`src/rtl/demux_1x2_8bits.sv`:
```
// demux_1x2_8bits: splits one byte stream into two lanes (even positions -> lane 0, odd -> lane 1), each buffered in a FIFO.
// Latency: a byte is readable after its write edge; pop data is registered and appears one edge after the pop.
// Backpressure: none on input; a byte aimed at a full lane is dropped unless that lane pops in the same cycle; almost_full is the throttle hint.
// Optional: define DEMUX_DROP_CNT_EN to add the saturating drop_cnt output.
module demux_1x2_8bits #(
  parameter int FIFO_DEPTH = 4,
  parameter int AF_THRESH  = 3
) (
  input  logic       clk,
  input  logic       reset_L,
  input  logic [7:0] data_in,
  input  logic       valid_in,
  input  logic       pop0,
  input  logic       pop1,
  output logic [7:0] data_out0,
  output logic [7:0] data_out1,
  output logic       valid_out0,
  output logic       valid_out1,
  output logic       empty0,
  output logic       empty1,
  output logic       full0,
  output logic       full1,
`ifdef DEMUX_DROP_CNT_EN
  output logic [7:0] drop_cnt,
`endif
  output logic       almost_full
);

  localparam int PW = $clog2(FIFO_DEPTH);
  localparam int CW = PW + 1;
  localparam logic [CW-1:0] DEPTH_C = CW'(FIFO_DEPTH);
  localparam logic [CW-1:0] AF_C    = CW'(AF_THRESH);

  logic          sel_q, sel_d;
  logic [PW-1:0] wr_ptr_q [2];
  logic [PW-1:0] wr_ptr_d [2];
  logic [PW-1:0] rd_ptr_q [2];
  logic [PW-1:0] rd_ptr_d [2];
  logic [CW-1:0] occ_q [2];
  logic [CW-1:0] occ_d [2];
  logic [7:0]    mem_q [2][FIFO_DEPTH];
  logic [7:0]    dout_q [2];
  logic [7:0]    dout_d [2];
  logic [1:0]    vout_q, vout_d;
  logic [1:0]    pop_v, pop_ok, push_ok, full_v, empty_v;

  // Next-state: lane selection, push/pop acceptance, pointer and occupancy updates
  always_comb begin
    pop_v  = {pop1, pop0};
    sel_d  = valid_in ? ~sel_q : sel_q;
    vout_d = '0;
    for (int l = 0; l < 2; l++) begin
      empty_v[l]  = (occ_q[l] == '0);
      full_v[l]   = (occ_q[l] == DEPTH_C);
      // A pop on an empty lane is ignored, even if a push lands there this cycle
      pop_ok[l]   = pop_v[l] & ~empty_v[l];
      // A full lane still accepts a push when it pops in the same cycle
      push_ok[l]  = valid_in && (sel_q == 1'(l)) && (!full_v[l] || pop_ok[l]);
      wr_ptr_d[l] = push_ok[l] ? wr_ptr_q[l] + 1'b1 : wr_ptr_q[l];
      rd_ptr_d[l] = pop_ok[l] ? rd_ptr_q[l] + 1'b1 : rd_ptr_q[l];
      occ_d[l]    = occ_q[l] + CW'(push_ok[l]) - CW'(pop_ok[l]);
      dout_d[l]   = pop_ok[l] ? mem_q[l][rd_ptr_q[l]] : dout_q[l];
      vout_d[l]   = pop_ok[l];
    end
  end

  // Control state registers with synchronous active-low reset
  always_ff @(posedge clk) begin
    if (!reset_L) begin
      sel_q  <= 1'b0;
      vout_q <= '0;
      for (int l = 0; l < 2; l++) begin
        wr_ptr_q[l] <= '0;
        rd_ptr_q[l] <= '0;
        occ_q[l]    <= '0;
        dout_q[l]   <= 8'h00;
      end
    end else begin
      sel_q  <= sel_d;
      vout_q <= vout_d;
      for (int l = 0; l < 2; l++) begin
        wr_ptr_q[l] <= wr_ptr_d[l];
        rd_ptr_q[l] <= rd_ptr_d[l];
        occ_q[l]    <= occ_d[l];
        dout_q[l]   <= dout_d[l];
      end
    end
  end

  // FIFO storage; no reset needed since pointers/occupancy define validity
  always_ff @(posedge clk) begin
    for (int l = 0; l < 2; l++) begin
      if (reset_L && push_ok[l]) begin
        mem_q[l][wr_ptr_q[l]] <= data_in;
      end
    end
  end

`ifdef DEMUX_DROP_CNT_EN
  logic       drop;
  logic [7:0] drop_cnt_q, drop_cnt_d;

  // Drop detection and saturating drop counter next-state
  always_comb begin
    drop       = valid_in && full_v[sel_q] && !pop_ok[sel_q];
    drop_cnt_d = (drop && (drop_cnt_q != 8'hFF)) ? drop_cnt_q + 8'd1 : drop_cnt_q;
  end

  // Drop counter register, cleared only by reset
  always_ff @(posedge clk) begin
    if (!reset_L) begin
      drop_cnt_q <= 8'h00;
    end else begin
      drop_cnt_q <= drop_cnt_d;
    end
  end

  assign drop_cnt = drop_cnt_q;
`endif

  assign data_out0   = dout_q[0];
  assign data_out1   = dout_q[1];
  assign valid_out0  = vout_q[0];
  assign valid_out1  = vout_q[1];
  assign empty0      = empty_v[0];
  assign empty1      = empty_v[1];
  assign full0       = full_v[0];
  assign full1       = full_v[1];
  assign almost_full = (occ_q[0] >= AF_C) || (occ_q[1] >= AF_C);

endmodule

```
`config.mk`:
```
export PLATFORM = sky130hd
export DESIGN_NAME = demux_1x2_8bits
export DESIGN_NICKNAME = d
export VERILOG_FILES = /design/src/rtl/demux_1x2_8bits.sv
export SDC_FILE = /design/constraint.sdc
export NUM_CORES = 1
export LEC_CHECK = 0
export ABC_AREA = 1
export CORE_MARGIN = 1
export CORE_UTILIZATION = 35
export CTS_CLUSTER_SIZE = 10
export DETAILED_ROUTE_END_ITERATION = 10
export PLACE_DENSITY = 0.6
export SLEW_MARGIN = 20
export SYNTH_ARGS = -nofsm -noshare
export SYNTH_HDL_FRONTEND = slang
export SYNTH_SLANG_ARGS = --single-unit
```
`constraint.sdc`:
```
create_clock -name clk -period 2.45 [get_ports clk]
set_input_delay 0.245 -clock clk [delete_from_list [all_inputs] [get_ports clk]]
set_output_delay 0.245 -clock clk [all_outputs]
set_load 0.005 [all_outputs]
```
---- Yosys cells after proc, flatten, opt, wreduce, memory -nomap -nowiden ----
Memory sizes are Yosys's and may differ from the RTL's.
Index checks and enable logic that the tools add are counted.
storage, ports and cells
  register bits ........................... 3
  memory bits (writable) .................. 94
  memories ................................ 5
  ROM bits ................................ 0
  output and inout bits ................... 23
  latch bits .............................. 0
memories
  name      depth  bits a word  rd ports  clocked after Yosys merged registers in  write ports  line  text
  mem_q     2      32           2         0                                        1            41    logic [7:0] mem_q [2][FIFO_DEPTH];
  dout_q    2      8            2         0                                        2            42    logic [7:0] dout_q [2];
  occ_q     2      3            2         0                                        2            39    logic [CW-1:0] occ_q [2];
  rd_ptr_q  2      2            2         0                                        2            37    logic [PW-1:0] rd_ptr_q [2];
  wr_ptr_q  2      2            2         0                                        2            35    logic [PW-1:0] wr_ptr_q [2];
operators by class
  eq/ne operators ......................... 2
  $mul .................................... 0
  bitwise operators ....................... 17
  divide/modulo/power cells ............... 0
  add/subtract/negate cells ............... 8
  reduce and logical (&&, ||, !) cells .... 16
  shifts and indexed selects .............. 0
  order comparisons ....................... 8
  multiplexer cells ....................... 33
operators by type and width
  kind                 count
  $mux 32              4
  $mux 8               10
  $bmux 8 s2           2
  $demux 8 s2          2
  $reduce_or 32->1     1
  $mux 2               8
  $ge 3x3->1 const B   4
  $not 2->3            4
  $add 2x1->2 const B  4
  $logic_and 1x1->1    8
  $or 1x1->1           8
  $add 3x1->3          2
  $eq 3x3->1 const B   2
  $ge 3x2->1 const B   2
  $logic_not 3->1      2
  $lt 3x1->1 const B   2
  $mux 3               2
  $sub 3x1->3          2
  $mux 1               5
  $logic_or 1x1->1     3
  $not 1->1            3
  $and 1x1->1          2
  $logic_not 1->1      2

---- Depth between registers and ports, before layout ----
Gate-level depths: netlist (run 1).
  depth after elaboration ................. 10
  depth in mapped cells ................... 12
  mapped depth without buffers ............ 11

---- Least setup slack after synthesis (run 1) ----
No wires, ideal clock.
  path type ............................... reg2reg
  start point ............................. mem occ_q[0][1] (netlist bit)
  end point ............................... mem occ_q[0][2] (netlist bit)
  setup slack ............................. 0.520 ns
  required time ........................... 2.332 ns
  arrival time ............................ 1.812 ns
  period minus slack after synthesis ...... 1.930 ns
  cell stages (with the launch flop) ...... 13
  cell sequence ........................... dfxtp_1 > nor2_2 > nand2_2 > nand2_2 > buf_6 > inv_2 > ha_1 > inv_1 > ha_1 > inv_1 > fa_1 > xor2_1 > nor2_1
RTL lines
  what         line
  from (decl)  39

==> impl_metrics.env, run 1 <==
export IMPL_postRouteAntennaNets=0
export IMPL_crit_family="adder cells"
export IMPL_yosysWarnings=0
export IMPL_hp_class="reg -> reg"
export IMPL_max_freq_mhz=520
export IMPL_syn_area_per_cell_um2=9.04
export IMPL_syn2layout_area_growth_pct=17.7
export IMPL_critPathSlowestCell="dfxtp_1"
export IMPL_cp_required_ns=2.67
export IMPL_num_rows=40
export IMPL_nets=570
export IMPL_maxCapViolCount=0
export IMPL_grt_pass1_wl_um=14200
export IMPL_drtIter0Drc=130
export IMPL_final_cells=714
export IMPL_cts_resized=0
export IMPL_grtUsageTotal=0.143
export IMPL_clk_pin_slew_ns=0.06
export IMPL_slew_headroom=0.438
export IMPL_totalWireLength_um=8510
export IMPL_fp_dieH_um=115
export IMPL_synthTopCellsByArea="edfxtp_1, dfxtp_1, nand2_1"
export IMPL_min_from="sel_q"
export IMPL_synth_top_cell_area_share=0.428
export IMPL_gp_congestion=0.751
export IMPL_yosysUniqueCellTypes=25
export IMPL_r2r_start="occ_q[0][1]"
export IMPL_io_pins=36
export IMPL_yosysSeqAreaShare=0.576
export IMPL_tritoncts="yes"
export IMPL_setup_tns_ns=0
export IMPL_antenna_found_initial=0
export IMPL_fin_crit_ns=1.92
export IMPL_status="complete, no violations"
export IMPL_slowest_delay_ns=0.37
export IMPL_rsz0062_at_grt="false"
export IMPL_detail_route_wl_per_cell_um=11.9
export IMPL_worstPathCellList="nor2_2 -> nand2_2 -> nand2_2 -> inv_2 -> ha_1 -> inv_1 -> ha_1 -> inv_1 -> fa_1 -> xor2_1 -> nor2_1"
export IMPL_syn_num_nets=525
export IMPL_crit_buf_inv=3
export IMPL_post_cts_setup_buffer_count=0
export IMPL_synth_area_um2=4490
export IMPL_worstPathArrival_ns=2.15
export IMPL_core_um2=12300
export IMPL_drive_above_1_share=0.108
export IMPL_drtPass1Iterations=4
export IMPL_port_buffers=35
export IMPL_grt_pass1_vias=2922
export IMPL_slew_violations=0
export IMPL_ff_latch_area_um2=2580
export IMPL_dieArea_um2=13300
export IMPL_hpwlAfterDp_um=5900
export IMPL_worst_setup_path_type="reg -> reg"
export IMPL_design_area_um2=5280
export IMPL_placed_area_um2=5000
export IMPL_grt_start_max_net_pins=20
export IMPL_cts_root_buffer="clkbuf_16"
export IMPL_leakage_nw=2.40
export IMPL_drc=0
export IMPL_grt_overflow=0
export IMPL_cts_hold_buf=0
export IMPL_cts_max_path_buffers=2
export IMPL_htreeDepth=3
export IMPL_synth_top_cell_by_area="edfxtp_1"
export IMPL_placed_cells_incl_taps=698
export IMPL_start_util=0.366
export IMPL_setup_viol=0
export IMPL_num_antenna_cells=0
export IMPL_power_density_nw_per_um2=910
export IMPL_worstMarginPinSlew_ns=0.842
export IMPL_finalHoldViolations=0
export IMPL_dr_total_vias=3013
export IMPL_netlist_instances=496
export IMPL_multi_input_area_um2=1290
export IMPL_start_kind="flip-flop"
export IMPL_end_kind="flip-flop"
export IMPL_cts_sinks=97
export IMPL_finalCritPeriodShare=0.785
export IMPL_ys_ff_latch=97
export IMPL_fillCellCount=1195
export IMPL_vdd_ir_drop_max_mv=0.380
export IMPL_fin_skew_ns=0.00430
export IMPL_die_x_um=115
export IMPL_cts_made_buffers=9
export IMPL_clk_latency_ns=0.33
export IMPL_viasPerCell=4.22
export IMPL_cp_max_fo=5
export IMPL_cp_startpoint="occ_q[0][1]"
## cells in the final DEF, fill, tap and decap left out, drive strengths merged
| cell | count |
|---|---|
| o21ai | 4 |
| clkbuf | 13 |
| nor3 | 3 |
| inv | 116 |
| nand4 | 1 |
| bufinv | 1 |
| edfxtp | 64 |
| a21oi | 2 |
| fa | 2 |
| buf | 14 |
| ha | 14 |
| clkdlybuf4s50 | 35 |
| clkinvlp | 1 |
| clkinv | 4 |
| nand2 | 136 |
| xor2 | 2 |
| nor2 | 62 |
| dfxtp | 33 |
| nand3 | 39 |
## worst reg2reg max path, stage by stage, from the launching register on
cell	delay, ns
dfxtp_1	0.37
nor2_2	0.16
nand2_2	0.08
nand2_2	0.07
inv_2	0.04
ha_1	0.27
inv_1	0.06
ha_1	0.13
inv_1	0.04
fa_1	0.37
xor2_1	0.17
nor2_1	0.05
## cell families after synthesis
group           after synthesis  share of synthesized area
fa+ha+maj                    16                     0.0480
xor+xnor                      2                    0.00391
flops                        97                      0.576
compound gates                6                    0.00753
simple gates                241                      0.227
buf+inv                     134                      0.138
## synth_stat cells, drive strengths merged
master and instances:
nand2 136, clkbuf 1, buf 14, fa 2, clkinv 3, a21oi 2, ha 14, nor3 3
dfxtp 33, xor2 2, nand3 39, edfxtp 64, inv 116, o21ai 4, nor2 62, nand4 1
## metal layers
metal  share of wire  wire [um]  track usage
met5               0          0            0
met4           0.014        117       0.0537
met3           0.033        278       0.0348
met2            0.49       4190        0.241
met1            0.46       3930        0.178
## report_power, final
part	internal (W)	total, W	leakage, nW	switching (W)
sequential	0.00193	0.00211	0.850	0.000180
clock	0.000790	0.00135	0.131	0.000563
combinational	0.000626	0.00134	1.42	0.000715
## flip-flops by register name (all words and copies together) (netlist names)
| name | flops |
|---|---|
| rd_ptr_q | 4 |
| sel_q | 1 |
| occ_q | 6 |
| vout_q | 2 |
| mem_q | 64 |
| wr_ptr_q | 4 |
| dout_q | 16 |
## worst paths after layout
check / cells after the start / slack, ns / endpoint
max: 11 / 0.53 / occ_q[0][2]
min: 2 / 0.51 / sel_q
max reg2reg: 11 / 0.53 / occ_q[0][2]
min reg2reg: 2 / 0.51 / sel_q
## layout make-up
cell class	instances	area share
repair buffers	49	0.0863
multi-input cells	265	0.244
clock buffers	13	0.0455
clock inverters	3	0.00782
inverters	119	0.0875
flip-flops and latches	97	0.489
well taps	168	0.0398
## through the flow
step | setup WS (ns) | hold WS (ns) | utilization | power (W)
2_1_floorplan | 0.520 | 0.344 | - | 0.00307
3_3_place_gp | 0.423 | 0.505 | 0.407 | 0.00345
3_5_place_dp | 0.370 | 0.505 | 0.407 | 0.00351
4_1_cts | 0.513 | 0.514 | 0.430 | 0.00487
5_1_grt | 0.374 | 0.537 | 0.430 | 0.00514
6_report | 0.526 | 0.514 | 0.430 | 0.00480
(Power assumes the default switching activity.)
==> run 2: changes to the inputs <==
clock period = 1.9 ns   (was 2.45 ns; I/O delays follow)
==> impl_metrics.env, run 2 (synthesized netlist as in run 1, its figures left out) <==
export IMPL_status="complete, no violations"
export IMPL_power_total_w=0.00650
export IMPL_worstMarginPinSlew_ns=0.312
export IMPL_num_rows=40
export IMPL_met1_usage=0.175
export IMPL_cts_hold_buf=0
export IMPL_cts_sinks=97
export IMPL_crit_family="adder cells"
export IMPL_num_antenna_cells=0
export IMPL_slew_headroom=0.791
export IMPL_min_from="valid_in"
export IMPL_worst_r2r_setup_slack_ns=0.10
export IMPL_leakage_nw=2.51
export IMPL_drtIter0Drc=134
export IMPL_whs_ns=0.510
export IMPL_drive_above_1_share=0.163
export IMPL_p_int_w=0.00449
export IMPL_nets=588
export IMPL_power_density_nw_per_um2=1190
export IMPL_placed_cells_incl_taps=713
export IMPL_finalCritPeriodShare=0.947
export IMPL_hpwlAfterDp_um=5840
export IMPL_core_um2=12300
export IMPL_cp_max_fo=3
export IMPL_max_freq_mhz=556
export IMPL_cp_required_ns=2.13
export IMPL_gp_congestion=0.777
export IMPL_grt_start_max_net_pins=20
export IMPL_grtUsageTotal=0.143
export IMPL_drtPass1Iterations=4
export IMPL_setup_viol=0
export IMPL_htreeDepth=3
export IMPL_start_kind="flip-flop"
export IMPL_largest_reg_flops=64
export IMPL_slowest_delay_ns=0.52
export IMPL_io_pins=36
export IMPL_crit_buf_inv=3
export IMPL_p_sw_frac=0.309
export IMPL_detail_route_wl_per_cell_um=11.7
export IMPL_slew_violations=0
export IMPL_final_common_cell="nand2_1"
export IMPL_tritoncts="yes"
export IMPL_syn2layout_area_growth_pct=22.3
export IMPL_dr_total_vias=3093
export IMPL_p_comb_frac=0.316
export IMPL_finalHoldViolations=0
export IMPL_reg2regPathDepth=10
export IMPL_gr_max_usage_layer="met2"
export IMPL_hold_end="sel_q"
export IMPL_clk_latency_ns=0.34
export IMPL_power_switching_w=0.00201
export IMPL_totalWireLength_um=8540
export IMPL_drc=0
export IMPL_cts_root_buffer="clkbuf_16"
export IMPL_fp_dieH_um=115
export IMPL_grt_pass1_vias=2996
export IMPL_port_buffers=35
export IMPL_maxCapViolCount=0
export IMPL_start_util=0.366
export IMPL_r2r_end="occ_q[0][4]"
export IMPL_met2_usage=0.237
export IMPL_antenna_found_initial=0
export IMPL_final_cell_mix="nand2_1, inv_1, edfxtp_1"
export IMPL_fin_crit_ns=1.80
export IMPL_viasPerCell=4.23
export IMPL_dieArea_um2=13300
export IMPL_p_clk_frac=0.282
export IMPL_worst_setup_path_type="reg -> reg"
export IMPL_final_cells=732
export IMPL_end_kind="flip-flop"
export IMPL_critPathSlowestCell="fa_2"
export IMPL_hold_depth=3
export IMPL_gr_usage_met3=0.0432
export IMPL_sequentialPowerShare=0.402
export IMPL_worstPathCellList="nor2_4 -> nand2_2 -> nand2_2 -> inv_2 -> ha_4 -> inv_2 -> ha_2 -> inv_1 -> fa_2 -> nor2_1"
export IMPL_cts_made_buffers=9
export IMPL_clk_pin_slew_ns=0.07
export IMPL_worstPathArrival_ns=2.03
export IMPL_vdd_ir_drop_max_mv=0.444
export IMPL_die_x_um=115
export IMPL_fin_skew_ns=0.00570
export IMPL_r2r_start="occ_q[0][4]"
export IMPL_grt_overflow=0
export IMPL_grt_pass1_wl_um=14300
export IMPL_postRouteAntennaNets=0
export IMPL_hp_class="in -> reg"
export IMPL_cts_max_path_buffers=2
[run 2: cell count changes in the layout (fill, tap and decap cells not counted), moves of 3 or more]
cell | before | now
buf_4 | 14 | 32
clkbuf_1 | 4 | 0
dfxtp_1 | 33 | 30
dfxtp_2 | 0 | 3
ha_1 | 14 | 11
[run 2: power by group through the flow]
stage / clock network (W) / logic [W] / registers (W)
final: 0.00183 / 0.00205 / 0.00262
after CTS: 0.00189 / 0.00196 / 0.00261
after global routing: 0.00198 / 0.00236 / 0.00265
after global placement: 0 / 0.00190 / 0.00264
after detailed placement: 0 / 0.00194 / 0.00265
after floorplan: 0 / 0.00129 / 0.00266
[run 2: metrics by stage]
stage               area [um^2]  setup WS (ns)  TNS [ns]  utilization
floorplan                  4490       -0.00714  -0.00714            -
global placement           5110        -0.0425   -0.0830        0.417
detailed placement         5110        -0.0882    -0.228        0.417
CTS                        5410       0.000376         0        0.441
global route               5480       -0.00786  -0.00786        0.447
finish                     5480          0.101         0        0.447
[run 2: area by class of cell]
| cell class | instances | area [um^2] |
|---|---|---|
| multi-input cells | 265 | 1330 |
| fillers | 1168 | 6780 |
| clock inverters | 7 | 78.8 |
| clock buffers | 9 | 225 |
| inverters | 119 | 462 |
| repair buffers | 67 | 593 |
| well taps | 168 | 210 |
| flip-flops and latches | 97 | 2590 |
[run 2: what timing repair did]
action | 4_1_cts | 5_1_grt
resized for setup | 0 | 14
buffers inserted | 0 | 3
endpoints found under the setup margin | 0 | 5
[run 2: tightest hold or removal path, stage by stage]
cell,delay (ns)
clkdlybuf4s50_1,0.45
nor2_1,0.11
nor3_1,0.05
[run 2: layer usage]
metal | wire length (um) | part of all wire | vias to the layer above
li1 | - | - | 1615
met3 | 304 | 0.036 | 15
met5 | 0 | 0 | -
met1 | 3930 | 0.46 | 1405
met4 | 192 | 0.022 | 0
met2 | 4110 | 0.48 | 58
[run 2: worst max path at each step]
stage	startpoint	endpoint	slack, ns	cells after the start
floorplan	occ_q[0][1]	occ_q[0][2]	-0.007	12
global placement	pop1	occ_q[0][5]	-0.04	10
detailed placement	pop1	occ_q[0][5]	-0.09	10
CTS	occ_q[0][4]	almost_full	0.0004	5
global route	occ_q[0][4]	occ_q[0][4]	-0.008	10
finish	occ_q[0][4]	occ_q[0][4]	0.10	10
